==> src/rtl/run_timer.sv <==
// BCD run timer: prescaled up/down count with saturation, sticky expiry and optional best-time capture.
// Best-time register is built only when RUN_TIMER_BEST_EN is defined.
module run_timer #(
  parameter int unsigned DIGITS     = 7,
  parameter int unsigned TICK_DIV   = 65_000_000,
  parameter int unsigned COUNT_DOWN = 0
) (
  input  logic                  system_clock_in,
  input  logic                  rst_n_in,
  input  logic                  clear_in,
  input  logic                  playing_in,
  input  logic                  load_in,
  input  logic [4*DIGITS-1:0]   load_val_in,
  input  logic                  game_over_in,
  output logic [4*DIGITS-1:0]   value_out,
  output logic                  tick_out,
  output logic                  expired_out,
  output logic [4*DIGITS-1:0]   best_out,
  output logic                  best_valid_out
);

  localparam int unsigned   W       = 4 * DIGITS;
  localparam int unsigned   PW      = $clog2(TICK_DIV);
  localparam logic [PW-1:0] PRE_MAX = PW'(TICK_DIV - 1);
  localparam logic [W-1:0]  LIMIT   = (COUNT_DOWN != 0) ? '0 : {DIGITS{4'h9}};

  logic [PW-1:0] pre_q, pre_d;
  logic [W-1:0]  value_q, value_d;
  logic          tick_q, tick_d;
  logic          expired_q, expired_d;

  logic [W-1:0]  stepped;
  logic [W-1:0]  load_sat;
  logic [3:0]    step_digit;
  logic          carry;

  // Single-cycle ripple across all digits; carry doubles as borrow in down mode.
  always_comb begin
    stepped    = value_q;
    carry      = 1'b1;
    step_digit = '0;
    for (int unsigned i = 0; i < DIGITS; i++) begin
      step_digit = value_q[4*i +: 4];
      if (carry) begin
        if (COUNT_DOWN != 0) begin
          if (step_digit == 4'd0) step_digit = 4'd9;
          else begin
            step_digit = step_digit - 4'd1;
            carry      = 1'b0;
          end
        end else begin
          if (step_digit == 4'd9) step_digit = 4'd0;
          else begin
            step_digit = step_digit + 4'd1;
            carry      = 1'b0;
          end
        end
      end
      stepped[4*i +: 4] = step_digit;
    end
  end

  always_comb begin
    load_sat = '0;
    for (int unsigned i = 0; i < DIGITS; i++) begin
      load_sat[4*i +: 4] = (load_val_in[4*i +: 4] > 4'd9) ? 4'd9 : load_val_in[4*i +: 4];
    end
  end

  always_comb begin
    pre_d     = pre_q;
    value_d   = value_q;
    expired_d = expired_q;
    tick_d    = 1'b0;
    if (clear_in) begin
      pre_d     = '0;
      value_d   = '0;
      expired_d = 1'b0;
    end else if (load_in) begin
      pre_d     = '0;
      value_d   = load_sat;
      expired_d = (COUNT_DOWN != 0) && (load_sat == '0);
    end else if (playing_in) begin
      if (pre_q == PRE_MAX) begin
        pre_d  = '0;
        tick_d = 1'b1;
        // Prescaler keeps ticking past expiry; only the value saturates.
        if (value_q != LIMIT) begin
          value_d = stepped;
          if (stepped == LIMIT) expired_d = 1'b1;
        end
      end else begin
        pre_d = pre_q + PW'(1);
      end
    end
  end

  always_ff @(posedge system_clock_in or negedge rst_n_in) begin
    if (!rst_n_in) begin
      pre_q     <= '0;
      value_q   <= '0;
      tick_q    <= 1'b0;
      expired_q <= 1'b0;
    end else begin
      pre_q     <= pre_d;
      value_q   <= value_d;
      tick_q    <= tick_d;
      expired_q <= expired_d;
    end
  end

  assign value_out   = value_q;
  assign tick_out    = tick_q;
  assign expired_out = expired_q;

`ifdef RUN_TIMER_BEST_EN
  logic [W-1:0] best_q, best_d;
  logic         best_valid_q, best_valid_d;

  // Captures the pre-update value, so a coincident clear/load/step does not affect it.
  always_comb begin
    best_d       = best_q;
    best_valid_d = best_valid_q;
    if (game_over_in && (!best_valid_q || (value_q > best_q))) begin
      best_d       = value_q;
      best_valid_d = 1'b1;
    end
  end

  always_ff @(posedge system_clock_in or negedge rst_n_in) begin
    if (!rst_n_in) begin
      best_q       <= '0;
      best_valid_q <= 1'b0;
    end else begin
      best_q       <= best_d;
      best_valid_q <= best_valid_d;
    end
  end

  assign best_out       = best_q;
  assign best_valid_out = best_valid_q;
`else
  logic unused_game_over;
  assign unused_game_over = game_over_in;
  assign best_out         = '0;
  assign best_valid_out   = 1'b0;
`endif

endmodule

==> config.mk <==
export PLATFORM = sky130hd
export DESIGN_NAME = run_timer
export DESIGN_NICKNAME = d
export VERILOG_FILES = /design/src/rtl/run_timer.sv
export SDC_FILE = /design/constraint.sdc
export NUM_CORES = 1
export LEC_CHECK = 0
export ABC_AREA = 1
export BUFFER_PORTS_ARGS = -buffer_cell sky130_fd_sc_hd__buf_2
export CAP_MARGIN = 20
export CORE_MARGIN = 3
export CORE_UTILIZATION = 55
export DETAILED_ROUTE_END_ITERATION = 12
export PLACE_DENSITY_LB_ADDON = 0.08
export SKIP_CTS_REPAIR_TIMING = 1
export SYNTH_ARGS = -nofsm -noshare
export SYNTH_HDL_FRONTEND = slang
export SYNTH_SLANG_ARGS = --single-unit
==> constraint.sdc <==
create_clock -name system_clock_in -period 2.19 [get_ports system_clock_in]
set_input_delay 0.1095 -clock system_clock_in [delete_from_list [all_inputs] [get_ports system_clock_in]]
set_output_delay 0.1095 -clock system_clock_in [all_outputs]
set_load 0.02 [all_outputs]
Word-level counts from Yosys, hierarchy flattened

Index checks and enable logic that the tools add are counted.

Add/sub/neg operators: 8
$lt $le $gt $ge: 7
Equality and inequality tests: 10
Mux-type cells: 50
Reductions and logical operators: 6

Operators with widths:

| cell                    | number |
|---|---|
| $mux W28                | 5 |
| $mux W26                | 4 |
| $mux W4                 | 20 |
| $add A4 B1 Y4 const B   | 7 |
| $eq A28 B28 Y1 const B  | 1 |
| $eq A4 B4 Y1 const B    | 7 |
| $gt A4 B4 Y1 const B    | 7 |
| $ne A28 B28 Y1 const B  | 1 |
| $add A26 B1 Y26 const B | 1 |
| $eq A26 B26 Y1 const B  | 1 |
| $mux W1                 | 21 |
| $reduce_bool A3 Y1      | 4 |
| $reduce_and A4 Y1       | 1 |
| $reduce_and A3 Y1       | 1 |

Flip-flop bits (word level): 56
Input port bits: 34
Output and inout port bits: 59
Logic and storage cells: 85

Depth between registers and ports, before layout

Depth after elaboration: 15
Gate-level depth with buffers: 15
Mapped depth without buffers: 15

Least setup slack after synthesis

No wires, ideal clock.

Kind: flip-flop to flip-flop
Start: reg value_q[22], in the netlist value_out[22]
End: reg value_q[5], in the netlist value_out[5]
Setup time: 0.137 ns
Arrival: 1.650 ns
Data required time: 2.053 ns
Path slack: 0.403 ns
Stages on the path, launching flop included: 10
Buffers on the path: 1
Clock period less this slack: 1.787 ns
Path through: dfrtp_1 -> inv_1 -> nand4_1 -> nor3_1 -> nand3_1 -> nand2_1 -> nor2_4 -> nand2_2 -> buf_2 -> o221ai_1

Word-level cells in the longest chain between the ends: 3

Ends and longest elaborated chain:

| element                             | line | text |
|---|---|---|
| start: declaration                  | 28   | `logic [W-1:0] value_q, value_d;` |
| start signal: assignment            | 106  | `value_q <= value_d;` |
| $ne A28 B28 Y1                      | 88   | `if (value_q != LIMIT) begin` |
| $reduce_bool A3 Y1 (no source line) | n/a  |  |
| $reduce_and A3 Y1 (no source line)  | n/a  |  |

Every way passes these cells.
A chain may end at the register's enable or synchronous reset.

Worst setup path in the final report

Start: reg pre_q[0]
End: reg value_q[3], in the netlist value_out[3]

Word-level cells in the longest chain between the ends: 3

Ends and longest elaborated chain:

| element                             | line | text |
|---|---|---|
| start: declaration                  | 27   | `logic [PW-1:0] pre_q, pre_d;` |
| start signal: assignment            | 105  | `pre_q <= pre_d;` |
| $eq A26 B26 Y1                      | 84   | `if (pre_q == PRE_MAX) begin` |
| $reduce_bool A3 Y1 (no source line) | n/a  |  |
| $reduce_and A3 Y1 (no source line)  | n/a  |  |

Every way passes these cells.

==> impl_metrics.env <==
export IMPL_setup_viol=0
export IMPL_layout_nets=693
export IMPL_status="completed"
export IMPL_power_density_nw_per_um2=514
export IMPL_skew_ns=0.0126
export IMPL_viasPerCell=5.39
export IMPL_cp_start_kind="flip-flop"
export IMPL_insertion_delay_ns=0.32
export IMPL_hold_class="in2reg"
export IMPL_initial_utilization=0.583
export IMPL_tightest_slew_ns=0.687
export IMPL_cp_slowest_cell="dfrtp_1"
export IMPL_overflow=0
export IMPL_syn_inst=581
export IMPL_grt_pass1_vias=3818
export IMPL_antenna_found_initial=0
export IMPL_synth_seq_area_share=0.344
export IMPL_drt_iter0_drc=265
export IMPL_slowest_delay_ns=0.41
export IMPL_cts_root_buf="clkbuf_8"
export IMPL_synth_edf_count=0
export IMPL_ir_worst_vdd_mv=0.389
export IMPL_post_route_period_util=0.930
export IMPL_yosys_area_top_type_share=0.344
export IMPL_vias=4073
export IMPL_crit_family="simple AND/OR/NAND/NOR gates"
export IMPL_critical_path_cell_chain="ha_2, nand2_1, nor2_4, inv_2, nor2_1, nand2_1, nand2_2, nand2_1, nor2_4, nand2_2, buf_8, o31ai_2"
export IMPL_grt_total_usage=0.250
export IMPL_cts_path_max_buffers=2
export IMPL_synth_area_leaders="dfrtp_1 34%, nand2_1 12%, nor2_1 6.9%"
export IMPL_die_width_um=92.0
export IMPL_wl_per_cell_um=13.7
export IMPL_drt_antenna_violating_nets=0
export IMPL_drv_slew=0
export IMPL_yosysWarnings=0
export IMPL_required_ns=2.42
export IMPL_slew_headroom=0.542
export IMPL_dpl_hpwl_mm=8.05
export IMPL_syn_to_final_growth_pct=13.4
export IMPL_synth_top_area_cell="dfrtp_1"
export IMPL_crit_path_end_kind="flip-flop"
export IMPL_drv_cap=0
export IMPL_layout_drive_gt1_share=0.194
export IMPL_fin_tns_setup_ns=0
export IMPL_ys_types=44
export IMPL_dr_pass1_iters=6
export IMPL_path_class="reg2reg"
export IMPL_rsz0062_at_grt="false"
export IMPL_numPortBuffers=62
export IMPL_wl_met3_um=914
export IMPL_worst_path_most_repeated_cell="nand2_1"
export IMPL_cts_sinks=56
export IMPL_fin_cells=755
export IMPL_n_antenna_cell=0
export IMPL_cp_max_fo=21
export IMPL_synth_seq_cells=56
export IMPL_route_met2_wl_mm=4.42
export IMPL_met1_length_mm=4.91
export IMPL_fp_dieArea_um2=8470
export IMPL_async_reset_ff_frac=1.00
export IMPL_drcViolationCount=0
export IMPL_tritoncts="built"
export IMPL_fmax_mhz=491
export IMPL_hold_viol_final=0
export IMPL_p_leak_nw=2.26
export IMPL_wirelength_mm=10.4
export IMPL_top_layer_used="met4"
export IMPL_htree_levels=2
export IMPL_postSynthAreaPerCell_um2=7.00
export IMPL_path_buf_inv=2
export IMPL_place_gp_congestion=0.955
export IMPL_grt_max_degree=30
export IMPL_fp_dieH_um=92.0
export IMPL_synth_ff_type="dfrtp_1"
export IMPL_place_area_um2=4470
export IMPL_placementRows=30
export IMPL_fin_crit_ns=2.04
export IMPL_cts_buffers=5
export IMPL_worstPathArrival_ns=2.26
export IMPL_syn_area_um2=4070
export IMPL_coreArea_um2=6980
export IMPL_dp_cells=743
export IMPL_io_pins=93
export IMPL_p_total_mw=2.37
export IMPL_grt_pass1_wl_mm=17.4
export IMPL_clkSlewWorstSetupHoldPaths_ns=0.11
export IMPL_stdcell_area_um2=4610
==> per-layer routing <==
layer,global-route usage,up-vias
met5,0,-
met4,0.0668,0
met3,0.0500,14
met2,0.380,190
met1,0.365,1862
li1,-,2007
==> cell usage after synthesis, drive strengths merged (2+ instances only) <==
cell    instances
nand2         136
nor2           88
inv            73
dfrtp          56
o21ai          41
nand3          39
buf            35
o22ai          22
a21oi          19
xor2           11
nand4           9
nor3            8
a22oi           7
clkbuf          4
o21bai          4
a22o            3
nor4            3
o31ai           3
a211oi          2
a31oi           2
clkinv          2
o21a            2
o221ai          2
xnor2           2
==> cell families after synthesis <==
family	after synthesis	share of synthesized area
AOI/OAI and AO/OA	109	0.161
xor gates and xnor gates	13	0.0280
adders and majority gates	1	0.00307
buffers and inverters	114	0.134
DFF	56	0.344
other	1	0.000922
and+or+nand+nor	287	0.329
==> worst min-delay path, stage by stage <==
cell	delay, ns
buf_2	0.08
a22oi_1	0.07
o22ai_1	0.10
==> layout make-up <==
| class | instances | area [um2] |
|---|---|---|
| Sequential cell | 56 | 1400 |
| Clock buffer | 5 | 68.8 |
| Inverter | 75 | 282 |
| Fill cell | 635 | 2370 |
| Multi-Input combinational cell | 439 | 2240 |
| Tap cell | 96 | 120 |
| Clock inverter | 3 | 22.5 |
| Timing Repair Buffer | 81 | 483 |
==> cell usage in the layout (no fill, tap or decap), types with 2 or more instances in the layout <==
cell,instances
buf_4,14
buf_6,2
nor3_1,8
nor2_8,3
nor2_4,8
a22oi_1,7
inv_2,10
inv_1,63
o21bai_1,4
nand3_1,37
buf_2,62
clkinv_1,2
xor2_1,11
o21ai_0,38
o31ai_2,2
o21ai_1,3
o221ai_1,2
nand2_2,8
o21a_1,2
o22ai_1,22
a31oi_1,2
a22o_1,3
nand4_1,9
clkbuf_8,5
xnor2_1,2
a21oi_1,18
a211oi_1,2
nor2_1,75
nor4_1,3
nor2_2,2
nand2_1,127
dfrtp_1,55
conb_1,29
==> through the flow <==
stage	utilization	hold slack, ns	setup slack, ns
finish	0.661	0.0832	0.153
floorplan	-	-0.186	0.403
detailed placement	0.640	0.191	0.168
global placement	0.640	0.183	0.244
CTS	0.653	-0.159	0.111
global route	0.661	0.0838	0.0127
==> sequential cells by signal, summed over array words and instances (netlist names) <==
register and count:
pre_q 26, tick_out 1, value_out 28, expired_out 1
==> report_power, final <==
group / total [mW] / leakage, nW / internal (mW) / switching, mW
combinational: 0.619 / 1.45 / 0.205 / 0.415
sequential: 1.16 / 0.761 / 1.09 / 0.0701
clock: 0.595 / 0.0485 / 0.230 / 0.364
==> worst paths after layout <==
check,from,depth (start not counted),slack [ns],end
max in group asynchronous,rst_n_in,3,1.22,value_out[26]$_DFFE_PN0P_
worst min-delay path,load_val_in[18],3,0.08,value_out[18]$_DFFE_PN0P_
worst max-delay path,pre_q[0]$_DFFE_PN0P_,12,0.15,value_out[3]$_DFFE_PN0P_
worst max register to register,pre_q[0]$_DFFE_PN0P_,12,0.15,value_out[3]$_DFFE_PN0P_
worst min register to register,expired_out$_DFFE_PN0P_,2,0.55,expired_out$_DFFE_PN0P_
min in group asynchronous,rst_n_in,2,0.37,value_out[5]$_DFFE_PN0P_
Note: power is estimated with default switching activity, not from simulation.
